`src/rtl/cpu_pkg.sv`:
```
// Shared CPU front-end definitions: datapath widths and fetch state encoding.
package cpu_pkg;

  localparam int unsigned PC_W   = 8;
  localparam int unsigned INST_W = 9;

  typedef enum logic [1:0] {
    IDLE   = 2'd0,
    FETCH  = 2'd1,
    HALTED = 2'd2
  } fetch_state_t;

endpackage

```
`src/rtl/fetch_ctrl.sv`:
```
// Instruction fetch controller: drives the instruction-memory address, tracks the
// address of the instruction currently returned, and handles stall/redirect/halt.
module fetch_ctrl
  import cpu_pkg::*;
#(
  parameter logic [PC_W-1:0] START_PC = 8'h00
) (
  input  logic              clk,
  input  logic              reset,
  input  logic              start,
  input  logic              stall,
  input  logic              br_taken,
  input  logic [PC_W-1:0]   br_target,
  input  logic              halt,
  input  logic [INST_W-1:0] mem_inst,
  output logic [PC_W-1:0]   pc,
  output logic [INST_W-1:0] inst,
  output logic [PC_W-1:0]   inst_pc,
  output logic              inst_valid,
  output logic              done
);

  fetch_state_t    state, state_n;
  logic [PC_W-1:0] pc_n, inst_pc_n;
  logic            inst_valid_n, done_n;

  // Memory data is already registered, so the instruction is a straight pass-through.
  assign inst = mem_inst;

  always_ff @(posedge clk) begin
    if (reset) begin
      state      <= IDLE;
      pc         <= '0;
      inst_pc    <= '0;
      inst_valid <= 1'b0;
      done       <= 1'b0;
    end else begin
      state      <= state_n;
      pc         <= pc_n;
      inst_pc    <= inst_pc_n;
      inst_valid <= inst_valid_n;
      done       <= done_n;
    end
  end

  always_comb begin
    state_n      = state;
    pc_n         = pc;
    inst_pc_n    = inst_pc;
    inst_valid_n = inst_valid;
    done_n       = done;
    case (state)
      IDLE, HALTED: begin
        inst_valid_n = 1'b0;
        if (start) begin
          state_n = FETCH;
          pc_n    = START_PC;
          done_n  = 1'b0;
        end
      end
      FETCH: begin
        if (halt) begin
          state_n      = HALTED;
          inst_valid_n = 1'b0;
          done_n       = 1'b1;
        end else if (br_taken) begin
          // Data returning next cycle belongs to the wrong path; drop it.
          pc_n         = br_target;
          inst_valid_n = 1'b0;
        end else if (!stall) begin
          inst_pc_n    = pc;
          pc_n         = pc + PC_W'(1);
          inst_valid_n = 1'b1;
        end
      end
      default: begin
        state_n      = IDLE;
        inst_valid_n = 1'b0;
      end
    endcase
  end

endmodule

```
`config.mk`:
```
export PLATFORM = sky130hd
export DESIGN_NAME = fetch_ctrl
export DESIGN_NICKNAME = d
export VERILOG_FILES = /design/src/rtl/cpu_pkg.sv /design/src/rtl/fetch_ctrl.sv
export SDC_FILE = /design/constraint.sdc
export NUM_CORES = 1
export LEC_CHECK = 0
export CAP_MARGIN = 10
export CORE_MARGIN = 1
export CORE_UTILIZATION = 42
export CTS_CLUSTER_SIZE = 30
export DETAILED_ROUTE_END_ITERATION = 8
export PLACE_DENSITY = 0.83
export SLEW_MARGIN = 20
export SYNTH_ARGS = -nofsm -noshare
export SYNTH_HDL_FRONTEND = slang
export SYNTH_SLANG_ARGS = --single-unit
```
`constraint.sdc`:
```
create_clock -name clk -period 3.1 [get_ports clk]
set_input_delay 0.465 -clock clk [delete_from_list [all_inputs] [get_ports clk]]
set_output_delay 0.465 -clock clk [all_outputs]
set_load 0.05 [all_outputs]
```
==> results of run 1 <==
## power groups by stage
stage	combinational [mW]	clock, mW	sequential, mW
floorplan	0.0618	0	0.281
global placement	0.0676	0	0.272
detailed placement	0.0697	0	0.272
CTS	0.0701	0.216	0.267
global route	0.0754	0.231	0.268
finish	0.0702	0.212	0.267
## cells in the mapped netlist (all sizes together), types with 2 or more instances
master	number
o22ai	4
nand3b	2
inv	7
nand2b	2
nor2	5
dfxtp	20
nor3	3
nand2	17
o31a	2
a221oi	2
a21oi	20
a22o	2
nand3	12
clkbuf	3
buf	10
## worst max path at each step
stage             start    endpoint  slack [ns]  depth (start not counted)
6_report       br_taken  inst_pc[2]        0.98                          5
5_1_grt        br_taken  inst_pc[6]        0.83                          5
4_1_cts        br_taken  inst_pc[2]        0.98                          5
3_5_place_dp   br_taken  inst_pc[2]        0.66                          5
3_3_place_gp   br_taken       pc[7]        0.75                          5
2_1_floorplan     pc[0]       pc[6]        1.29                          5
## worst max-delay path, delay by kind of cell
kind            cells  cell delay (ns)
compound gates      1             0.08
buf+inv             1             0.72
simple gates        3             1.03
## state kept, by name, indices dropped and copies added (netlist names)
signal      flops
inst_pc         8
pc              8
state           2
done            1
inst_valid      1
## logic make-up after synthesis
kind of cell / count (synthesis) / synth area share
compound gates: 34 / 0.217
xor+xnor: 1 / 0.00873
fa+ha+maj: 1 / 0.0125
buf+inv: 20 / 0.116
flops: 20 / 0.399
simple gates: 47 / 0.247
## final cells by class
class                   instances  area [um^2]  share of cell area
repair buffers                 31          310               0.237
flip-flops and latches         20          400               0.305
multi-input cells              83          487               0.371
clock buffers                   3         22.5              0.0172
clock inverters                 1         30.0              0.0229
well taps                      28         35.0              0.0267
inverters                       7         26.3              0.0200
## stage by stage
stage               area (um^2)  hold WS [ns]  instances
global placement           1260         0.444        169
detailed placement         1260         0.451        169
finish                     1310         0.464        173
CTS                        1310         0.468        173
floorplan                  1000         0.464        123
global route               1310         0.485        173
## layer usage
metal  routed length, um  track usage  vias up
li1                    -            -      475
met1                 964        0.244      462
met2                1160        0.342       45
met3                 190       0.0417        4
met4                  13       0.0648        0
met5                   0            0        -
==> results.md, run 1 <==
- Final net count: 170
- Total CTS buffers: 3
- R2R depth: 4
- Core footprint: 2230 um^2
- EDFF count, synth: 0
- CP dominant cell by count: nand2_1
- Gate count of the mapped netlist: 123
- Peak fanout along the critical path: 18
- Most frequent cells in the layout: 31 x clkdlybuf4s50_1, 20 x a21oi_1, 20 x dfxtp_1
- Worst-Margin Slew: 0.631 ns
- Reg2reg start: state[0]
- Logic pwr share: 0.128
- Worst path required time: 3.27 ns
- Initial core utilization: 0.449
- Post-route ant nets: 0
- Via count: 986
- Overall Power: 0.550 mW
- Syn Nets: 147
- # setup viols final: 0
- Main flop type after synthesis: dfxtp_1
- Area Overhead vs Synth: 30.7%
- Hold Path Sink: inst_pc[3]
- Place WS: 0.664 ns
- Num rows: 17
- Netlist Area Pre-Place: 1000 um^2
- Final Max Slew Viols: 0
- Cell taking the most area after synthesis: dfxtp_1
- Crit-path cells: clkdlybuf4s50_1, nor2_1, nand2_1, nand2_1, a21oi_1
- First-pass GRT wire length: 3900 um
- Drt wl/cell: 13.5 um
- CP Class: in -> reg
- H-tree Lvls: 1
- CTS hold repair buffers: 0
- RSZ-0062 raised after global routing: false
- FF-to-FF End: pc[3]
- Most common cell after layout, fill and taps aside: clkdlybuf4s50_1
- Final Hold Fails: 0
- Status: finished clean
- Die Ht: 50.9 um
- Internal cell power: 0.423 mW
- Fraction of registers with async set/reset: 0
- Crit path DAT: 2.30 ns
- Sequential share of power: 0.486
- Utilization after layout: 0.587
- Die area: 2590 um^2
- DRC viols: 0
- Slowest cell delay on critical path: 0.72 ns
- Root Driver: clkbuf_4
- Final critical-path share of the clock period: 0.685
- Setup bufs post-CTS: 0
- Slew Limit Headroom: 0.578
- Clock power frac: 0.386
- Yosys top cell area share: 0.399
- Switch Pwr: 0.127 mW
- Worst setup margin: 0.977 ns
- R2r setup slk: 1.45 ns
- Post-CTS sizing: 0
- Final TNS setup: 0 ns
- Min Clock Period, post-route: 2.12 ns
- Hold Crit Depth: 2
- Total grt overflow: 0
- Seq cells post-synth: 20
- Leakage: 0.436 nW
- Worst-path clk slew: 0.12 ns
- HP Start: inst_pc[3]
- CP Capture Type: register
- Clk_lat worst skew: 0.30 ns
- Die X: 50.9 um
- Gpl congestion: 0.866
- Syn avg cell area: 8.16 um^2
- Ratio of cells with drive above 1 in the final layout: 0.0621
- Io pins: 50
- Max-cap viol count: 0
- CTS tree: built
- Max Clk Rate: 471 MHz
- Critical Path Source Type: primary input
- First-pass iteration count of the detailed router: 4
- Gr usage total: 0.198
- Synth top area cells: dfxtp_1 40%, a21oi_1 10%, buf_4 6.7%
- Warnings from Yosys: 0
- Via density: 5.70
- Diode count: 0
- Initial DRC count: 23
- Final Skew: 0.00459 ns
- Clock Path Buffers: 2
- Sw frac: 0.231
- Initial antenna violation count: 0
- Vias in the first global route: 887
- Dpl hpwl: 1740 um
- Clock sinks: 20
- Crit-path slowest cell: clkdlybuf4s50_1
- Worst IR Drop VDD: 0.000325 V
- P per Cell Area: 419 nW/um^2
- Netlist cell types: 29
- Hold Crit Class: reg -> reg
- Layout fillers: 205
- WL final: 2330 um
- Sequential area share after synthesis: 0.399
- Largest net degree at the start of global routing: 19
- Port buffer count: 31
(Power assumes the default switching activity.)
==> run 2: changes to the inputs <==
CORE_UTILIZATION = 35   (was 42)
PLACE_DENSITY = 0.74   (was 0.83)
clock period = 1.7 ns   (was 3.1 ns; I/O delays follow)
==> run 2 against run 1 <==
Clock skew rose by 0.0021 ns. Via count rose by 0.71%. Worst setup slack got worse by 0.87 ns. Register-to-register slack got worse by 1.3 ns. Largest cell class unchanged. Largest power group unchanged.
==> results.md, run 2 (same netlist as run 1, synthesis figures left out) <==
- HP Start: inst_pc[7] (was inst_pc[3])
- DRC viols: 0 (unchanged)
- RSZ-0062 raised after global routing: false (unchanged)
- Clock Path Buffers: 2 (unchanged)
- Final Skew: 0.00673 ns (was 0.00459 ns)
- Clock sinks: 20 (unchanged)
- Peak fanout along the critical path: 6 (was 18)
- P per Cell Area: 682 nW/um^2 (was 419 nW/um^2)
- Hold Crit Class: reg -> reg (unchanged)
- Gr usage total: 0.163 (was 0.198)
- Io pins: 50 (unchanged)
- # setup viols final: 0 (unchanged)
- Worst-path clk slew: 0.11 ns (was 0.12 ns)
- Leakage: 0.514 nW (was 0.436 nW)
- Max Clk Rate: 629 MHz
- Die Ht: 55.5 um (was 50.9 um)
- Gpl congestion: 0.813 (was 0.866)
- Vias in the first global route: 853 (was 887)
- Total CTS buffers: 3 (unchanged)
- Crit path DAT: 1.84 ns (was 2.30 ns)
- Family with the most delay on the worst path: simple AND/OR/NAND/NOR gates (unchanged)
- Largest net degree at the start of global routing: 18 (was 19)
- Biggest regs: inst_pc: 8 flops, pc: 8 flops, state: 2 flops (unchanged)
- Via density: 5.37 (was 5.70)
- FF-to-FF End: pc[7] (was pc[3])
- R2R depth: 5 (was 4)
- Switch Pwr: 0.231 mW (was 0.127 mW)
- Final Max Slew Viols: 0 (unchanged)
- Die area: 3090 um^2 (was 2590 um^2)
- CTS tree: built (unchanged)
- Root Driver: clkbuf_4 (unchanged)
- Slowest cell delay on critical path: 0.45 ns (was 0.72 ns)
- Reg2reg start: state[0] (unchanged)
- Diode count: 0 (unchanged)
- Final critical-path share of the clock period: 0.935
- Via count: 993 (was 986)
- Core footprint: 2730 um^2 (was 2230 um^2)
- Most common cell after layout, fill and taps aside: buf_4 (was clkdlybuf4s50_1)
- Dpl hpwl: 1790 um (was 1740 um)
- Initial antenna violation count: 0 (unchanged)
- Crit-path cells: or3b_4, nor4_4, buf_4, a21oi_1, o211ai_2 (was clkdlybuf4s50_1, nor2_1, nand2_1, nand2_1, a21oi_1)
- Crit-path slowest cell: or3b_4 (was clkdlybuf4s50_1)
- Status: finished clean (unchanged)
- Bufs and invs on worst path: 1 (unchanged)
- H-tree Lvls: 1 (unchanged)
- Post-Layout Cell Count: 185 (was 173)
- Initial DRC count: 23 (unchanged)
- Initial core utilization: 0.367 (was 0.449)
- Utilization after layout: 0.486 (was 0.587)
- Area Overhead vs Synth: 32.3% (was 30.7%)
- Critical Path Source Type: register (was primary input)
- Sequential share of power: 0.538 (was 0.486)
- CP Class: reg -> reg (was in -> reg)
- Clk_lat worst skew: 0.31 ns (was 0.30 ns)
- Crit. path cell count: 5 (unchanged)
- Port buffer count: 31 (unchanged)
- Slew Limit Headroom: 0.617 (was 0.578)
- Sw frac: 0.255 (was 0.231)
- Final net count: 179 (was 170)
- First-pass iteration count of the detailed router: 4 (unchanged)
- Worst-Margin Slew: 0.575 ns (was 0.631 ns)
- Hold Crit Depth: 2 (unchanged)
- Final Hold Fails: 0 (unchanged)
- Worst IR Drop VDD: 0.000380 V (was 0.000325 V)
- Drt wl/cell: 12.8 um (was 13.5 um)
- Clock power frac: 0.308 (was 0.386)
- Total grt overflow: 0 (unchanged)
- CP Capture Type: register (unchanged)
- Overall Power: 0.906 mW (was 0.550 mW)
- Logic pwr share: 0.155 (was 0.128)
- Die X: 55.5 um (was 50.9 um)
- Placed cell count: 180 (was 169)
- First-pass GRT wire length: 3910 um (was 3900 um)
- Max-cap viol count: 0 (unchanged)
- Min Clock Period, post-route: 1.59 ns
- Hold Path Sink: inst_pc[7] (was inst_pc[3])
- Internal cell power: 0.674 mW (was 0.423 mW)
- Post-route ant nets: 0 (unchanged)
- Ratio of cells with drive above 1 in the final layout: 0.260 (was 0.0621)
- Num rows: 19 (was 17)
- R2r setup slk: 0.11 ns (was 1.45 ns)
- Layout fillers: 282 (was 205)
- Worst path required time: 1.95 ns (was 3.27 ns)
- Most frequent cells in the layout: 27 x buf_4, 20 x a21oi_1, 17 x nand2_1, 17 x dfxtp_1, 13 x clkdlybuf4s50_1 (was 31 x clkdlybuf4s50_1, 20 x a21oi_1, 20 x dfxtp_1)
- WL final: 2370 um (was 2330 um)
[run 2: repair_timing]
| item | in CTS | in global routing |
|---|---|---|
| gates resized for setup | 0 | 1 |
| endpoints found under the setup margin | 0 | 1 |
| hold buffers | 0 | 0 |
| setup buffers | 0 | 1 |
[run 2: area by class of cell]
cell class	instances	area, um^2	share of cell area
clock buffers	4	36.3	0.0273
well taps	31	38.8	0.0292
inverters	7	26.3	0.0198
multi-input cells	83	489	0.369
repair buffers	40	333	0.251
flip-flops and latches	20	404	0.304
[run 2: worst min-delay path, stage by stage (launching register included)]
cell     delay [ns]
dfxtp_1        0.33
nand2_1        0.05
a21oi_1        0.05
[run 2: per-layer routing]
| layer | wire length [um] | GRT usage | vias up |
|---|---|---|---|
| li1 | - | - | 489 |
| met1 | 1040 | 0.221 | 459 |
| met2 | 1110 | 0.239 | 38 |
| met3 | 158 | 0.0258 | 7 |
| met4 | 61 | 0.104 | 0 |
| met5 | 0 | 0 | - |
[run 2: power by group through the flow]
stage | Clock [mW] | Combinational (mW) | Sequential [mW]
4_1_cts | 0.288 | 0.139 | 0.487
3_3_place_gp | 0 | 0.137 | 0.497
2_1_floorplan | 0 | 0.113 | 0.513
3_5_place_dp | 0 | 0.138 | 0.497
6_report | 0.279 | 0.140 | 0.487
5_1_grt | 0.309 | 0.151 | 0.489
[run 2: through the flow]
stage | worst slack [ns] | hold WS, ns | setup TNS, ns | cell area [um^2]
finish | 0.111 | 0.465 | 0 | 1330
global route | 0.0250 | 0.493 | 0 | 1330
CTS | 0.131 | 0.469 | 0 | 1320
detailed placement | -0.151 | 0.452 | -0.871 | 1280
global placement | -0.119 | 0.445 | -0.624 | 1280
floorplan | 0.0283 | 0.324 | 0 | 1010
[run 2: worst max-delay path by stage]
stage                   from     to
floorplan              pc[3]  pc[7]
global placement        halt  pc[7]
detailed placement      halt  pc[7]
CTS                 state[0]  pc[7]
global route        state[0]  pc[6]
finish              state[0]  pc[7]
